File: src/rtl/rr_arbiter_16_pkg.sv
// Shared constants for the 16-way round-robin arbiter: widths and FSM state encodings.
package rr_arbiter_16_pkg;

   localparam int unsigned NUM_REQ = 16;
   localparam int unsigned IDX_W   = 4;
   localparam int unsigned CNT_W   = 8;

   localparam logic ST_IDLE  = 1'b0;
   localparam logic ST_GRANT = 1'b1;

endpackage

File: src/rtl/decoder_4to16.sv
// Plain 4-to-16 binary decoder; out[k] is set when sel == k.
module decoder_4to16 (
   input  logic [3:0]  sel,
   output logic [15:0] dec
);

   always_comb begin
      dec = '0;
      dec[sel] = 1'b1;
   end

endmodule

File: src/rtl/rr_arbiter_16.sv
// Round-robin arbiter over 16 requesters with an optional hold limit per grant.
// The one-hot grant is the registered winner index decoded and gated by grant_valid.
module rr_arbiter_16
   import rr_arbiter_16_pkg::*;
#(
   parameter int unsigned HOLD_MAX = 8
) (
   input  logic                clk,
   input  logic                rst_n,
   input  logic [NUM_REQ-1:0]  req,
   input  logic                done,
   output logic                grant_valid,
   output logic [IDX_W-1:0]    grant_idx,
   output logic [NUM_REQ-1:0]  grant,
   output logic                timeout
);

   localparam logic [CNT_W-1:0] HOLD_CNT = CNT_W'(HOLD_MAX);
   localparam logic [CNT_W-1:0] CNT_SAT  = '1;

   logic               state_q, state_d;
   logic [IDX_W-1:0]   idx_q, idx_d;
   logic               valid_q, valid_d;
   logic [IDX_W-1:0]   ptr_q, ptr_d;
   logic [CNT_W-1:0]   cnt_q, cnt_d;
   logic               release_now;
   logic [NUM_REQ-1:0] dec;

   // First set request at or after ptr, wrapping; lower offsets win.
   function automatic logic [IDX_W-1:0] rr_pick(input logic [NUM_REQ-1:0] r,
                                                input logic [IDX_W-1:0]   p);
      logic [IDX_W-1:0] k;
      rr_pick = '0;
      for (int i = NUM_REQ - 1; i >= 0; i--) begin
         k = p + IDX_W'(i);
         if (r[k]) rr_pick = k;
      end
   endfunction

   always_comb begin
      state_d     = state_q;
      idx_d       = idx_q;
      valid_d     = valid_q;
      ptr_d       = ptr_q;
      cnt_d       = cnt_q;
      release_now = 1'b0;
      timeout     = 1'b0;

      case (state_q)
         ST_IDLE: begin
            if (|req) begin
               idx_d   = rr_pick(req, ptr_q);
               valid_d = 1'b1;
               cnt_d   = CNT_W'(1);
               state_d = ST_GRANT;
            end
         end
         ST_GRANT: begin
            // done beats the hold limit, so a coincident done never pulses timeout
            if (done || !req[idx_q]) begin
               release_now = 1'b1;
            end else if (HOLD_MAX != 0 && cnt_q == HOLD_CNT) begin
               release_now = 1'b1;
               timeout     = 1'b1;
            end else if (cnt_q != CNT_SAT) begin
               cnt_d = cnt_q + CNT_W'(1);
            end
         end
         default: state_d = ST_IDLE;
      endcase

      if (release_now) begin
         ptr_d   = idx_q + IDX_W'(1);
         valid_d = 1'b0;
         state_d = ST_IDLE;
      end
   end

   always_ff @(posedge clk or negedge rst_n) begin
      if (!rst_n) begin
         state_q <= ST_IDLE;
         idx_q   <= '0;
         valid_q <= 1'b0;
         ptr_q   <= '0;
         cnt_q   <= '0;
      end else begin
         state_q <= state_d;
         idx_q   <= idx_d;
         valid_q <= valid_d;
         ptr_q   <= ptr_d;
         cnt_q   <= cnt_d;
      end
   end

   decoder_4to16 u_dec (
      .sel (idx_q),
      .dec (dec)
   );

   assign grant_valid = valid_q;
   assign grant_idx   = idx_q;
   assign grant       = dec & {NUM_REQ{valid_q}};

endmodule
File: config.mk
export PLATFORM = sky130hd
export DESIGN_NAME = rr_arbiter_16
export DESIGN_NICKNAME = d
export VERILOG_FILES = /design/src/rtl/rr_arbiter_16_pkg.sv /design/src/rtl/decoder_4to16.sv /design/src/rtl/rr_arbiter_16.sv
export SDC_FILE = /design/constraint.sdc
export NUM_CORES = 1
export LEC_CHECK = 0
export CAP_MARGIN = 20
export CORE_MARGIN = 10
export CORE_UTILIZATION = 50
export CTS_CLUSTER_SIZE = 10
export DETAILED_ROUTE_END_ITERATION = 10
export PLACE_DENSITY = 0.72
export SLEW_MARGIN = 30
export SYNTH_ARGS = -nofsm -noshare
export SYNTH_HDL_FRONTEND = slang
export SYNTH_SLANG_ARGS = --single-unit
File: constraint.sdc
create_clock -name clk -period 4.1 [get_ports clk]
set_clock_uncertainty 0.1 [all_clocks]
set_input_delay 0.615 -clock clk [delete_from_list [all_inputs] [get_ports clk]]
set_output_delay 0.615 -clock clk [all_outputs]
set_load 0.005 [all_outputs]
==> Word-level counts from Yosys, hierarchy flattened <==
Index checks and enable logic that the tools add are counted.
{ "totals": {"ff_bits": 18, "latch_bits": 0, "mem_bits_rw": 0, "romBits": 0, "wordCells": 125, "memories": 0} }
{ "classes": {"addsub": 17, "mul": 0, "div": 0, "magnitude_cmp": 18, "n_eq_ne": 7, "shift": 0, "n_mux": 68, "n_bitwise": 2, "reduce_logical": 8} }
{ "op_table": {"columns": ["op", "n"], "rows": [
  ["4-bit by 5-bit less-than comparator with 1-bit output (second input constant)", 17],
  ["1-bit binary-select mux with 4-bit select", 17],
  ["4-bit 2-to-1 mux", 16],
  ["4-bit adder (second input constant)", 8],
  ["8-bit 2-to-1 mux", 4],
  ["1-bit 2-to-1 mux", 29],
  ["4-bit by 3-bit adder with 4-bit output (second input constant)", 4],
  ["16-bit AND", 1],
  ["8-bit case mux with 2 select lines", 1],
  ["16-bit OR reduction", 1],
  ["4-bit by 1-bit adder with 4-bit output (second input constant)", 2],
  ["4-bit by 2-bit adder with 4-bit output (second input constant)", 2],
  ["8-bit by 1-bit adder with 8-bit output (second input constant)", 1],
  ["8-bit by 4-bit equality test with 1-bit output (second input constant)", 1],
  ["8-bit != test (second input constant)", 1],
  ["2-bit != test (second input constant)", 3],
  ["1-bit demux with 4-bit select", 1],
  ["4-bit by 1-bit >= comparator with 1-bit output (second input constant)", 1],
  ["2-bit by 1-bit != test with 1-bit output (second input constant)", 2],
  ["2-bit AND reduction", 2],
  ["4-bit AND reduction", 1],
  ["2-bit nonzero test", 1],
  ["1-bit logical AND", 1],
  ["1-bit zero test", 1],
  ["2 further kinds", 2]
]} }

==> Depth between registers and ports, before layout <==
{ "logic_depth": {"word_depth": 19, "depth_mapped": 14} }

==> Cells and area by module <==
A second synthesis with hierarchy kept.
{ "unflattened": {"cells_unflattened": 385, "hier_area_um2": 3578.4} }
{ "by_module_without_submodules": {"columns": ["module", "instances", "cells_per_inst", "area_per_inst_um2"], "rows": [
  ["rr_arbiter_16", 1, 365, 3352.0],
  ["decoder_4to16", 1, 20, 226.5]
]} }

==> Worst setup path after synthesis <==
Ideal clock, no wire load.
{ "synth_path": {"path_type": "reg-to-reg", "startpoint": "register ptr_q[0]", "endpoint": "register idx_q[0], in the netlist grant_idx[0]", "setup_time_ps": 90, "arrival_ps": 3228, "required_ps": 3910, "setup_slack_ps": 682, "path_stages_with_launch": 14, "path_buffers": 4, "period_less_slack_ps": 3418, "cell_sequence": "dfrtp_1 > buf_6 > buf_2 > inv_1 > buf_2 > ha_1 > buf_2 > mux4_2 > mux2i_1 > mux2i_1 > o2111a_1 > a21boi_0 > or4_1 > o2111ai_1"} }
{ "synth_via": {"elab_chain_len": 19, "elab_cells_between_ends": 63, "cone_classes": "add/sub: 15; mux: 48"} }
{ "synth_rtl": {"columns": ["element", "line_no", "source"], "rows": [
  ["from (decl)", "rr_arbiter_16.sv:24", "logic [IDX_W-1:0] ptr_q, ptr_d;"],
  ["from (signal assigned)", "rr_arbiter_16.sv:90", "ptr_q <= ptr_d;"],
  ["4-bit adder", "rr_arbiter_16.sv:35", "k = p + IDX_W'(i);"],
  ["1-bit binary-select mux with 4-bit select", "rr_arbiter_16.sv:36", "if (r[k]) rr_pick = k;"],
  ["1-bit 2-to-1 mux (implied by the code)", "rr_arbiter_16.sv:36", null],
  ["4-bit 2-to-1 mux (15 in series)", "rr_arbiter_16.sv:36", null],
  ["4-bit 2-to-1 mux (*)", "rr_arbiter_16.sv:36", null],
  ["to (signal assigned)", "rr_arbiter_16.sv:88", "idx_q <= idx_d;"],
  ["to (decl)", "rr_arbiter_16.sv:22", "logic [IDX_W-1:0] idx_q, idx_d;"]
]} }
Mark *: on every way between the ends. The rest lies on a longest branch, timed or not. The select of a mux whose other input is x is not followed.
A chain may end at the register's enable or synchronous reset.

==> Final worst setup path <==
{ "layout_path": {"startpoint": "input port req[7]", "endpoint": "output port timeout"} }
{ "layout_via": {"elab_chain_len": 6} }
{ "layout_rtl": {"columns": ["element", "line_no", "source"], "rows": [
  ["from (decl)", "rr_arbiter_16.sv:10", "input logic [NUM_REQ-1:0] req,"],
  ["1-bit binary-select mux with 4-bit select", "rr_arbiter_16.sv:60", "if (done || !req[idx_q]) begin"],
  ["1-bit 2-to-1 mux (implied by the code)", "rr_arbiter_16.sv:60", null],
  ["1-bit zero test", "rr_arbiter_16.sv:60", null],
  ["1-bit logical OR", "rr_arbiter_16.sv:60", null],
  ["1-bit 2-to-1 mux", "rr_arbiter_16.sv:60", null],
  ["1-bit 2-to-1 mux", "rr_arbiter_16.sv:49", "case (state_q)"],
  ["to (decl)", "rr_arbiter_16.sv:15", "output logic timeout"]
]} }
Every way passes these cells. The select of a mux whose other input is x is not followed.

==> impl_metrics.csv <==
group,metric,value,unit
outcome,status,"complete, no violations",
floorplan,rows,30,
cts,cts_tree,"built",
sta,drv_slew,0,
floorplan,io-pin-count,41,
run,maxCapViolations,0,
logic_synthesis,synth_cells,390,
worst_setup_path,path_class,"input pin to primary output",
logic_synthesis,synth-edff-count,0,
route,vias_per_cell,6.48,
route,wl_per_cell,21.2,um
sta,max-slew-margin-rel,0.446,
hold_path,min_path_type,"register to register",
floorplan,die_w,103,um
floorplan,dieHeight,103,um
cts,clockBufferDepth,2,
worst_setup_path,startpoint,"req[7]",
sta,hold_violations,0,
cts,clk_latency,250,ps
worst_setup_path,ff2ff_setup_slack,660,ps
global_route,track_usage,0.202,
route,drtIter0Drc,313,
worst_setup_path,start_kind,"input pin",
logic_synthesis,ys_warn_count,0,
cts,cts_buffers,3,
global_route,overflow,0,
route,antenna_left,0,
floorplan,core_area,6720,um2
cts,clk_pin_slew,70,ps
route,drt-pass1-iter-count,6,
placed_design,io_buffers,40,
logic_synthesis,syn_area_per_cell,8.73,um2
cts,post_cts_buffers,0,
logic_synthesis,synthTopCellsByArea,"mux4_2, dfrtp_1, mux2i_1",
cells_and_area,fin_area,3960,um2
worst_setup_path,path_cells,"clkdlybuf4s50_1 > mux4_2 > mux4_2 > nand2b_1 > nor3_1 > clkdlybuf4s50_1",
logic_synthesis,synth_top_flop_cell,"dfrtp_1",
placed_design,dp_slack,509,ps
hold_path,min_from,"cnt_q[6]",
worst_setup_path,endpoint_kind,"primary output",
cells_and_area,nets,462,
floorplan,initial_core_util,0.507,
route,via_count,3299,
cells_and_area,area_growth,16.5,%
route,drc,0,
sta,rsz0062_at_grt,"false",
logic_synthesis,yosysTopAreaCell,"mux4_2",
cells_and_area,antennaDiodeCount,0,
sta,min_period_over_period,0.861,
global_route,grt_pass1_vias,3066,
logic_synthesis,ys_types,59,
sta,setup_tns,0,ps
worst_setup_path,crit_slowest_cell,"mux4_2",
worst_setup_path,cp_max_fo,7,
floorplan,dieArea,10500,um2
cells_and_area,fin_cells,509,
sta,worst_slack,571,ps
logic_synthesis,synth.cell_area,3400,um2
logic_synthesis,synth_top_area_frac,0.159,
logic_synthesis,async_flop_share,1.00,
worst_setup_path,r2r-start,"ptr_q[1]",
route,wirelength,10800,um
cells_and_area,drive_gt1_frac,0.177,
worst_setup_path,required,3380,ps
sta,fmax,0.283,GHz
placed_design,place_area,3910,um2
cts,clock_sinks,18,
placed_design,place_inst,505,
placed_design,hpwl,8590,um
cts,ctsResizeCount,0,
cts,cts_root_buf,"clkbuf_8",
worst_setup_path,path_buf_inv,2,
sta,period_needed,3530,ps
logic_synthesis,yosysSeqAreaShare,0.132,
logic_synthesis,syn-num-nets,422,
logic_synthesis,synth.ff_latch_count,18,
global_route,antenna_found_initial,0,
worst_setup_path,max_stage_delay,550,ps
sta,tightest_slew,828,ps
cts,htreeDepth,1,
worst_setup_path,crit_arrival,2810,ps
global_route,grt_pass1_wl,16800,um
sta,setup_viol,0,
placed_design,globalplace.congestion,1.01,
global_route,grt_max_degree,24,
cts,postCtsHoldBufs,0,
worst_setup_path,cp_top_family,"multiplexers",
state kept, by name (all words and copies together), names as in the netlist:
| register | count |
|---|---|
| grant_valid | 1 |
| ptr_q | 4 |
| grant_idx | 4 |
| state_q | 1 |
| cnt_q | 8 |
synth_stat cells, drive strengths merged, types with 3 or more instances:
master	n
a21boi	3
nor2	33
xor2	7
xnor2	12
and2	12
o31ai	4
and3	6
o221ai	6
nor3	10
o2111ai	3
o21ai	23
nor4	7
dfrtp	18
a21o	4
mux4	24
nand3	12
ha	13
nand4	3
a22oi	3
a21oi	15
o22ai	3
mux2i	36
buf	14
mux2	26
nand2	37
nor2b	3
inv	12
clkbuf	7
layer usage:
metal	vias to the layer above	GRT usage	routed length, um
met3	18	0.0174	819
met4	0	0.0521	197
met1	1580	0.266	4560
met5	-	0	0
met2	133	0.345	5220
li1	1568	-	-
layout by cell type, fill, tap and decap left out, drive strengths merged, types with 7 or more instances in the layout:
cell | Yosys | final
mux4 | 24 | 24
clkdlybuf4s50 | 0 | 40
buf | 14 | 16
o21ai | 23 | 23
xnor2 | 12 | 12
nor3 | 10 | 10
nand3 | 12 | 12
mux2 | 26 | 26
mux2i | 36 | 36
a21oi | 15 | 15
dfrtp | 18 | 18
inv | 12 | 12
nand2 | 37 | 37
nor4 | 7 | 7
ha | 13 | 13
nor2 | 33 | 33
and2 | 12 | 12
xor2 | 7 | 7
area by class of cell:
| cell class | count | area (um2) |
|---|---|---|
| flip-flops and latches | 18 | 450 |
| well taps | 80 | 100 |
| repair buffers | 56 | 520 |
| inverters | 14 | 52.6 |
| fillers | 623 | 2760 |
| clock buffers | 4 | 55.1 |
| multi-input cells | 337 | 2790 |
worst reg2reg max path, stage by stage, from the launching register on:
cell and delay (ps):
dfrtp_1 410, ha_1 380, xor2_2 430, mux4_2 650
mux2i_1 450, a211o_1 200, o311ai_0 120, a2111oi_0 380
nor4_1 120, o21ai_1 140
final timing paths:
kind                            cells past startpoint            to
worst min-delay path                                1      cnt_q[6]
worst min register to register                      1      cnt_q[6]
min in group asynchronous                           1  grant_idx[3]
worst max-delay path                                6       timeout
worst max register to register                      9  grant_idx[2]
max in group asynchronous                           1      cnt_q[0]
kinds of logic (layout without fill, tap and decap cells):
| family | after synthesis | count (layout) | synth area share |
|---|---|---|---|
| flops | 18 | 18 | 0.132 |
| buf+inv | 35 | 74 | 0.0493 |
| xor+xnor | 19 | 19 | 0.0511 |
| fa+ha+maj | 13 | 13 | 0.0478 |
| compound gates | 85 | 85 | 0.168 |
| mux | 86 | 86 | 0.360 |
| simple gates | 134 | 134 | 0.192 |
stage by stage:
step	hold WS, ps	utilization
floorplan	219	-
global placement	429	0.582
detailed placement	449	0.582
CTS	450	0.590
global route	475	0.590
finish	453	0.590
Power is left out: the tool's default activity adds up to more than one toggle a clock period on the data nets, which glitch-free logic cannot reach.
